<file path="src/rtl/usb_pkg.sv">
`default_nettype none
// ----------------------------------------------------------------------------
// usb_pkg : PID/state encodings and CRC16 constants shared by USB TX/RX. rev 1.0
// ----------------------------------------------------------------------------
package usb_pkg;

  typedef enum logic [3:0] {
    PID_ACK   = 4'b0010,
    PID_NAK   = 4'b1010,
    PID_STALL = 4'b1110,
    PID_DATA0 = 4'b0011,
    PID_DATA1 = 4'b1011
  } pid_t;

  typedef enum logic [3:0] {
    ST_IDLE   = 4'd0,
    ST_SYNC   = 4'd1,
    ST_PID    = 4'd2,
    ST_FETCH  = 4'd3,
    ST_LOAD   = 4'd4,
    ST_DATA   = 4'd5,
    ST_CRC_LO = 4'd6,
    ST_CRC_HI = 4'd7,
    ST_EOP    = 4'd8,
    ST_DONE   = 4'd9
  } tx_state_t;

  localparam logic [15:0] CRC16_INIT   = 16'hFFFF;
  localparam logic [15:0] CRC16_POLY_R = 16'hA001;

  // Data-class PIDs all end in 2'b11; handshakes never do.
  function automatic logic is_data_pid(input logic [3:0] pid);
    return (pid[1:0] == 2'b11);
  endfunction

endpackage
`default_nettype wire

</file>
<file path="src/rtl/usb_crc16.sv">
`default_nettype none
// ----------------------------------------------------------------------------
// usb_crc16 : byte-wide reflected CRC16 (0x8005) with clear/enable. rev 1.0
// ----------------------------------------------------------------------------
module usb_crc16
  import usb_pkg::*;
(
  input  logic        clk,
  input  logic        n_rst,
  input  logic        clr,
  input  logic        en,
  input  logic [7:0]  data,
  output logic [15:0] crc_out
);

  logic [15:0] crc_q;
  logic [15:0] crc_d;

  // LSB-first fold of one byte; clear wins over enable.
  always_comb begin
    crc_d = crc_q;
    if (clr) begin
      crc_d = CRC16_INIT;
    end else if (en) begin
      for (int i = 0; i < 8; i++) begin
        if (crc_d[0] ^ data[i]) crc_d = (crc_d >> 1) ^ CRC16_POLY_R;
        else                    crc_d = crc_d >> 1;
      end
    end
  end

  always_ff @(posedge clk or negedge n_rst) begin
    if (!n_rst) crc_q <= CRC16_INIT;
    else        crc_q <= crc_d;
  end

  assign crc_out = crc_q;

endmodule
`default_nettype wire

</file>
<file path="src/rtl/usb_tx_packet_ctrl.sv">
`default_nettype none
// ----------------------------------------------------------------------------
// usb_tx_packet_ctrl : frames SYNC?/PID/payload/CRC16/EOP from the TX buffer.
// Option macro USB_TX_SYNC_EN: emit SYNC_BYTE before the PID.       rev 1.0
// ----------------------------------------------------------------------------
module usb_tx_packet_ctrl
  import usb_pkg::*;
#(
  parameter int MAX_PAYLOAD = 64
`ifdef USB_TX_SYNC_EN
  , parameter logic [7:0] SYNC_BYTE = 8'h80
`endif
) (
  input  logic       clk,
  input  logic       n_rst,
  input  logic       tx_start,
  input  logic [3:0] tx_pid,
  input  logic [6:0] Buffer_Occupancy,
  input  logic [7:0] TX_Packet_Data,
  output logic       Get_TX_Packet_Data,
  output logic [7:0] tx_byte,
  output logic       tx_byte_valid,
  input  logic       tx_byte_ready,
  output logic       tx_eop,
  output logic       tx_busy,
  output logic       tx_done
);

  localparam logic [6:0] MAX_LEN = 7'(MAX_PAYLOAD);
`ifdef USB_TX_SYNC_EN
  localparam tx_state_t FIRST_ST = ST_SYNC;
`else
  localparam tx_state_t FIRST_ST = ST_PID;
`endif

  tx_state_t   state_q, state_d;
  logic [3:0]  pid_q, pid_d;
  logic [6:0]  rem_q, rem_d;
  logic [7:0]  hold_q, hold_d;
  logic        crc_clr, crc_en;
  logic [15:0] crc;

  usb_crc16 u_crc (
    .clk     (clk),
    .n_rst   (n_rst),
    .clr     (crc_clr),
    .en      (crc_en),
    .data    (hold_q),
    .crc_out (crc)
  );

  always_comb begin
    state_d            = state_q;
    pid_d              = pid_q;
    rem_d              = rem_q;
    hold_d             = hold_q;
    crc_clr            = 1'b0;
    crc_en             = 1'b0;
    Get_TX_Packet_Data = 1'b0;
    tx_byte            = 8'h00;
    tx_byte_valid      = 1'b0;
    tx_eop             = 1'b0;
    tx_done            = 1'b0;
    case (state_q)
      ST_IDLE: begin
        if (tx_start) begin
          pid_d   = tx_pid;
          // Length is frozen here; later buffer writes belong to the next packet.
          if (is_data_pid(tx_pid))
            rem_d = (Buffer_Occupancy > MAX_LEN) ? MAX_LEN : Buffer_Occupancy;
          else
            rem_d = 7'd0;
          crc_clr = 1'b1;
          state_d = FIRST_ST;
        end
      end
`ifdef USB_TX_SYNC_EN
      ST_SYNC: begin
        tx_byte       = SYNC_BYTE;
        tx_byte_valid = 1'b1;
        if (tx_byte_ready) state_d = ST_PID;
      end
`endif
      ST_PID: begin
        tx_byte       = {~pid_q, pid_q};
        tx_byte_valid = 1'b1;
        if (tx_byte_ready) begin
          if (!is_data_pid(pid_q)) state_d = ST_EOP;
          else if (rem_q != 7'd0)  state_d = ST_FETCH;
          else                     state_d = ST_CRC_LO;
        end
      end
      ST_FETCH: begin
        Get_TX_Packet_Data = 1'b1;
        state_d            = ST_LOAD;
      end
      ST_LOAD: begin
        hold_d  = TX_Packet_Data;
        state_d = ST_DATA;
      end
      ST_DATA: begin
        tx_byte       = hold_q;
        tx_byte_valid = 1'b1;
        if (tx_byte_ready) begin
          crc_en  = 1'b1;
          rem_d   = rem_q - 7'd1;
          state_d = (rem_q == 7'd1) ? ST_CRC_LO : ST_FETCH;
        end
      end
      ST_CRC_LO: begin
        tx_byte       = ~crc[7:0];
        tx_byte_valid = 1'b1;
        if (tx_byte_ready) state_d = ST_CRC_HI;
      end
      ST_CRC_HI: begin
        tx_byte       = ~crc[15:8];
        tx_byte_valid = 1'b1;
        if (tx_byte_ready) state_d = ST_EOP;
      end
      ST_EOP: begin
        tx_eop = 1'b1;
        if (tx_byte_ready) state_d = ST_DONE;
      end
      ST_DONE: begin
        tx_done = 1'b1;
        state_d = ST_IDLE;
      end
      default: state_d = ST_IDLE;
    endcase
  end

  assign tx_busy = (state_q != ST_IDLE);

  always_ff @(posedge clk or negedge n_rst) begin
    if (!n_rst) begin
      state_q <= ST_IDLE;
      pid_q   <= 4'd0;
      rem_q   <= 7'd0;
      hold_q  <= 8'd0;
    end else begin
      state_q <= state_d;
      pid_q   <= pid_d;
      rem_q   <= rem_d;
      hold_q  <= hold_d;
    end
  end

endmodule
`default_nettype wire

</file>
<file path="config.mk">
export PLATFORM = sky130hd
export DESIGN_NAME = usb_tx_packet_ctrl
export DESIGN_NICKNAME = d
export VERILOG_FILES = /design/src/rtl/usb_pkg.sv /design/src/rtl/usb_crc16.sv /design/src/rtl/usb_tx_packet_ctrl.sv
export SDC_FILE = /design/constraint.sdc
export NUM_CORES = 1
export LEC_CHECK = 0
export ABC_CLOCK_PERIOD_IN_PS = 4100
export BUFFER_PORTS_ARGS = -buffer_cell sky130_fd_sc_hd__buf_4
export CELL_PAD_IN_SITES_DETAIL_PLACEMENT = 0
export CELL_PAD_IN_SITES_GLOBAL_PLACEMENT = 2
export CORE_AREA = 2 2 69 97
export CTS_BUF_LIST = sky130_fd_sc_hd__clkbuf_4
export DETAILED_ROUTE_END_ITERATION = 6
export DIE_AREA = 0 0 71 99
export GPL_TIMING_DRIVEN = 0
export PLACE_DENSITY_LB_ADDON = 0.1
export SYNTH_ARGS = -nofsm -noshare
export SYNTH_HDL_FRONTEND = slang
export SYNTH_SLANG_ARGS = --single-unit
</file>
<file path="constraint.sdc">
create_clock -name clk -period 4.1 [get_ports clk]
set_input_delay 0.82 -clock clk [delete_from_list [all_inputs] [get_ports clk]]
set_output_delay 0.82 -clock clk [all_outputs]
set_load 0.02 [all_outputs]
</file>
==> flow_summary.rst <==
.. list-table::
   :header-rows: 1

   * - Metric
     - Value
   * - Effective utilization at floorplan
     - 38.2%
   * - Count of warnings emitted by yosys
     - 0
   * - Peak VDD IR
     - 0.000332 V
   * - Placeable core region
     - 6170 sq um
   * - Syn Std Cell Area
     - 2350 sq um
   * - Pin count of the biggest net entering global routing
     - 40
   * - Startpoint kind of the worst setup timing path
     - flop
   * - List of cells traversed by the critical path
     - buf_2, buf_1, nand2_1, o22a_1, o22ai_1, buf_4
   * - Endpoint class of the critical path
     - primary output
   * - Post-Route Skew
     - 0.00328 ns
   * - Vertical extent of the die
     - 99 microns
   * - Number of DRC markers after the initial detailed-route iteration
     - 85
   * - Cell row count
     - 34
   * - Maximum level of the CTS H-tree
     - 2
   * - Routed wire length per instance
     - 17.5 microns
   * - Total of cells resized after clock tree synthesis
     - 0
   * - Seq/Total Area, Yosys
     - 42.3%
   * - Most common cell after layout, fill and taps aside
     - buf_4
   * - CP peak stage delay
     - 0.46 ns
   * - Via total after detailed routing
     - 2020
   * - Worst-Skew Late Latency
     - 0.34 ns
   * - Hold/Removal Path Class
     - input pin to async pin
   * - Number of buffers inserted by hold repair at cts
     - 0
   * - Residual DRC count
     - 0
   * - Port Buffer Count
     - 35
   * - Count of nets left with antenna violations after detail routing
     - 0
   * - Number of antenna violations at the first check in global routing
     - 0
   * - Share of post-route cells with drive strength above 1
     - 25.9%
   * - Max-cap violations
     - 0
   * - Register bit count reported by yosys
     - 39
   * - DP HPWL
     - 4.95 mm
   * - Top fanout value on the critical path
     - 10
   * - TritonCTS buffer count
     - 5
   * - Finish-stage setup viols
     - 0
   * - Mapped Nets
     - 283
   * - Pwr per Cell Area
     - 686 nW/um^2
   * - Routability-driven placement congestion ratio
     - 0.783
   * - Number of enable-type register cells in the synthesized netlist
     - 0
   * - Sinks on Clock Net
     - 39
   * - Period utilization
     - 73.4%
   * - Clock Tree Buf Depth
     - 2
   * - Fmax
     - 333 MHz
   * - Max Slew Vio Count
     - 0
   * - Share of flip-flops with an asynchronous set or reset after synthesis
     - 100%
   * - Root buf cell
     - clkbuf_4
   * - Number of global-route vias before repair
     - 2108
   * - Final count of hold timing violations
     - 0
   * - Slowest-stage cell, CP
     - buf_1
   * - Clock-pin slew reported for the worst setup and hold paths after clock tree synthesis
     - 0.12 ns
   * - Power Total
     - 1900 uW
   * - Status
     - finished, final reports clean
   * - Arr. time, crit path
     - 2.19 ns
   * - Min Tclk post-route
     - 3.01 ns
   * - Worst slew pin tran
     - 0.833 ns
   * - Top-level port count
     - 36
   * - Layout fillers
     - 649
   * - Lkg Pwr
     - 0.00114 uW
   * - Average cell area after synthesis
     - 9.13 sq um
   * - Pre-antenna DRT Iters
     - 4
   * - Relative slew margins
     - 44.2%
   * - Final WL
     - 6.52 mm
   * - Full die area
     - 7030 sq um
   * - Number of instances in the synthesized netlist
     - 258
   * - Wire length of the first global-routing pass
     - 11.0 mm
   * - Commonest cells after routing, fill and taps aside
     - buf_4 (35), nor2_1 (33), a21oi_1 (24)
   * - Cells on worst reg2reg path
     - 5
   * - Antenna diode count
     - 0
   * - Overflow after GRT
     - 0
   * - Most used flip-flop cell after synthesis
     - dfrtp_1
   * - Data required, critical path
     - 3.28 ns
   * - Width of the die
     - 71 microns
   * - Post-layout instance area
     - 2770 sq um
   * - Number of different library cells in the post-synthesis netlist
     - 43
   * - Number of post-CTS setup repair buffers
     - 0
   * - Number of nets in the finished design
     - 325
   * - Final setup TNS
     - 0 ns
   * - Mean number of vias per cell
     - 5.42
   * - Layout area overhead
     - 17.4%
   * - Overall track demand over capacity in global routing
     - 20.1%
   * - Unrepaired setup endpoints after global routing
     - false
   * - Critical path class
     - flop to primary output
   * - Placed Instance Area
     - 2710 sq um
   * - TritonCTS clock tree
     - done
area by class of cell:
| cell class | count | area [sq um] | share of cell area, % |
|---|---|---|---|
| Buffer | 15 | 60.1 | 2.17 |
| Clock buffer | 7 | 52.6 | 1.90 |
| Clock inverter | 1 | 5.00 | 0.181 |
| Inverter | 7 | 26.3 | 0.950 |
| Multi-Input combinational cell | 197 | 1270 | 46.0 |
| Sequential cell | 39 | 996 | 36.0 |
| Tap cell | 72 | 90.1 | 3.26 |
| Timing Repair Buffer | 35 | 263 | 9.50 |
registers in the layout (all words and copies together), names as in the netlist:
register and flops:
u_crc.crc_out 16, rem_q 7, state_q 4, hold_q 8, pid_q 4
cell usage after synthesis (3+ instances only):
cell type  instances  area share (%)
nor2_1            33             5.3
a21oi_1           24             5.1
dfrtp_1           23              24
nand2_1           19             3.0
o21ai_0           19             4.0
dfstp_2           16              18
mux2_2            12             5.7
clkbuf_1          11             1.8
xnor2_1           11             4.1
a22oi_1            7             2.2
inv_1              7             1.1
o22a_1             7             2.6
xor2_1             7             2.6
nor3_1             6             1.3
o22ai_1            5             1.3
mux2i_1            4             1.7
nand2b_1           4             1.1
nand3_1            4            0.85
nor2b_1            4             1.1
a31oi_1            3            0.80
buf_2              3            0.64
nor3b_1            3            0.96
layer usage:
| metal | track usage, % | wire length (microns) | vias to the layer above | share of wire [%] |
|---|---|---|---|---|
| li1 | - | - | 1000 | - |
| met3 | 3.37 | 189 | 8 | 2.9 |
| met4 | 5.52 | 93 | 0 | 1.4 |
| met5 | 0 | 0 | - | 0 |
| met1 | 24.0 | 2770 | 981 | 42 |
| met2 | 36.6 | 3470 | 31 | 53 |
report_power, final:
group	leakage (uW)	internal [uW]	switching [uW]
registers	0.000464	484	102
logic	0.000644	497	606
clock network	0.0000361	80.3	128
worst paths after layout:
kind / from / endpoint / slack, ns
max in group asynchronous: n_rst / u_crc.crc_out[3] / 3.28
min in group clk: u_crc.crc_out[5] / u_crc.crc_out[5] / 0.51
worst min register to register: u_crc.crc_out[5] / u_crc.crc_out[5] / 0.51
worst min-delay path: n_rst / hold_q[0] / 0.44
worst max register to register: state_q[3] / hold_q[4] / 1.95
worst max-delay path: state_q[2] / tx_byte[7] / 1.09
worst max-delay path: cells and delay by family, from the launching register on:
family / cells / cell delay [ns]
buffers and inverters: 3 / 0.83
AO/OA/AOI/OAI: 2 / 0.40
flip-flops: 1 / 0.35
AND/OR/NAND/NOR: 1 / 0.27
stage by stage:
step | instances | utilization [%] | setup slack, ns | hold slack [ns]
after floorplan | 258 | - | 1.73 | 0.467
after global placement | 365 | 43.9 | 1.41 | 0.488
after global routing | 373 | 44.8 | 0.872 | 0.439
final | 373 | 44.8 | 1.09 | 0.441
after CTS | 373 | 44.8 | 1.09 | 0.450
after detailed placement | 365 | 43.9 | 1.48 | 0.499
cells by family (layout without fill, tap and decap cells):
family / Yosys count / in the layout / synth area share (%)
mux: 16 / 16 / 7.44
simple gates: 83 / 83 / 16.5
buf+inv: 22 / 65 / 3.67
xor+xnor: 21 / 21 / 9.35
compound gates: 75 / 75 / 19.7
flops: 39 / 39 / 42.3
fa+ha+maj: 2 / 2 / 1.06
Power figures use the tool's default switching activity.
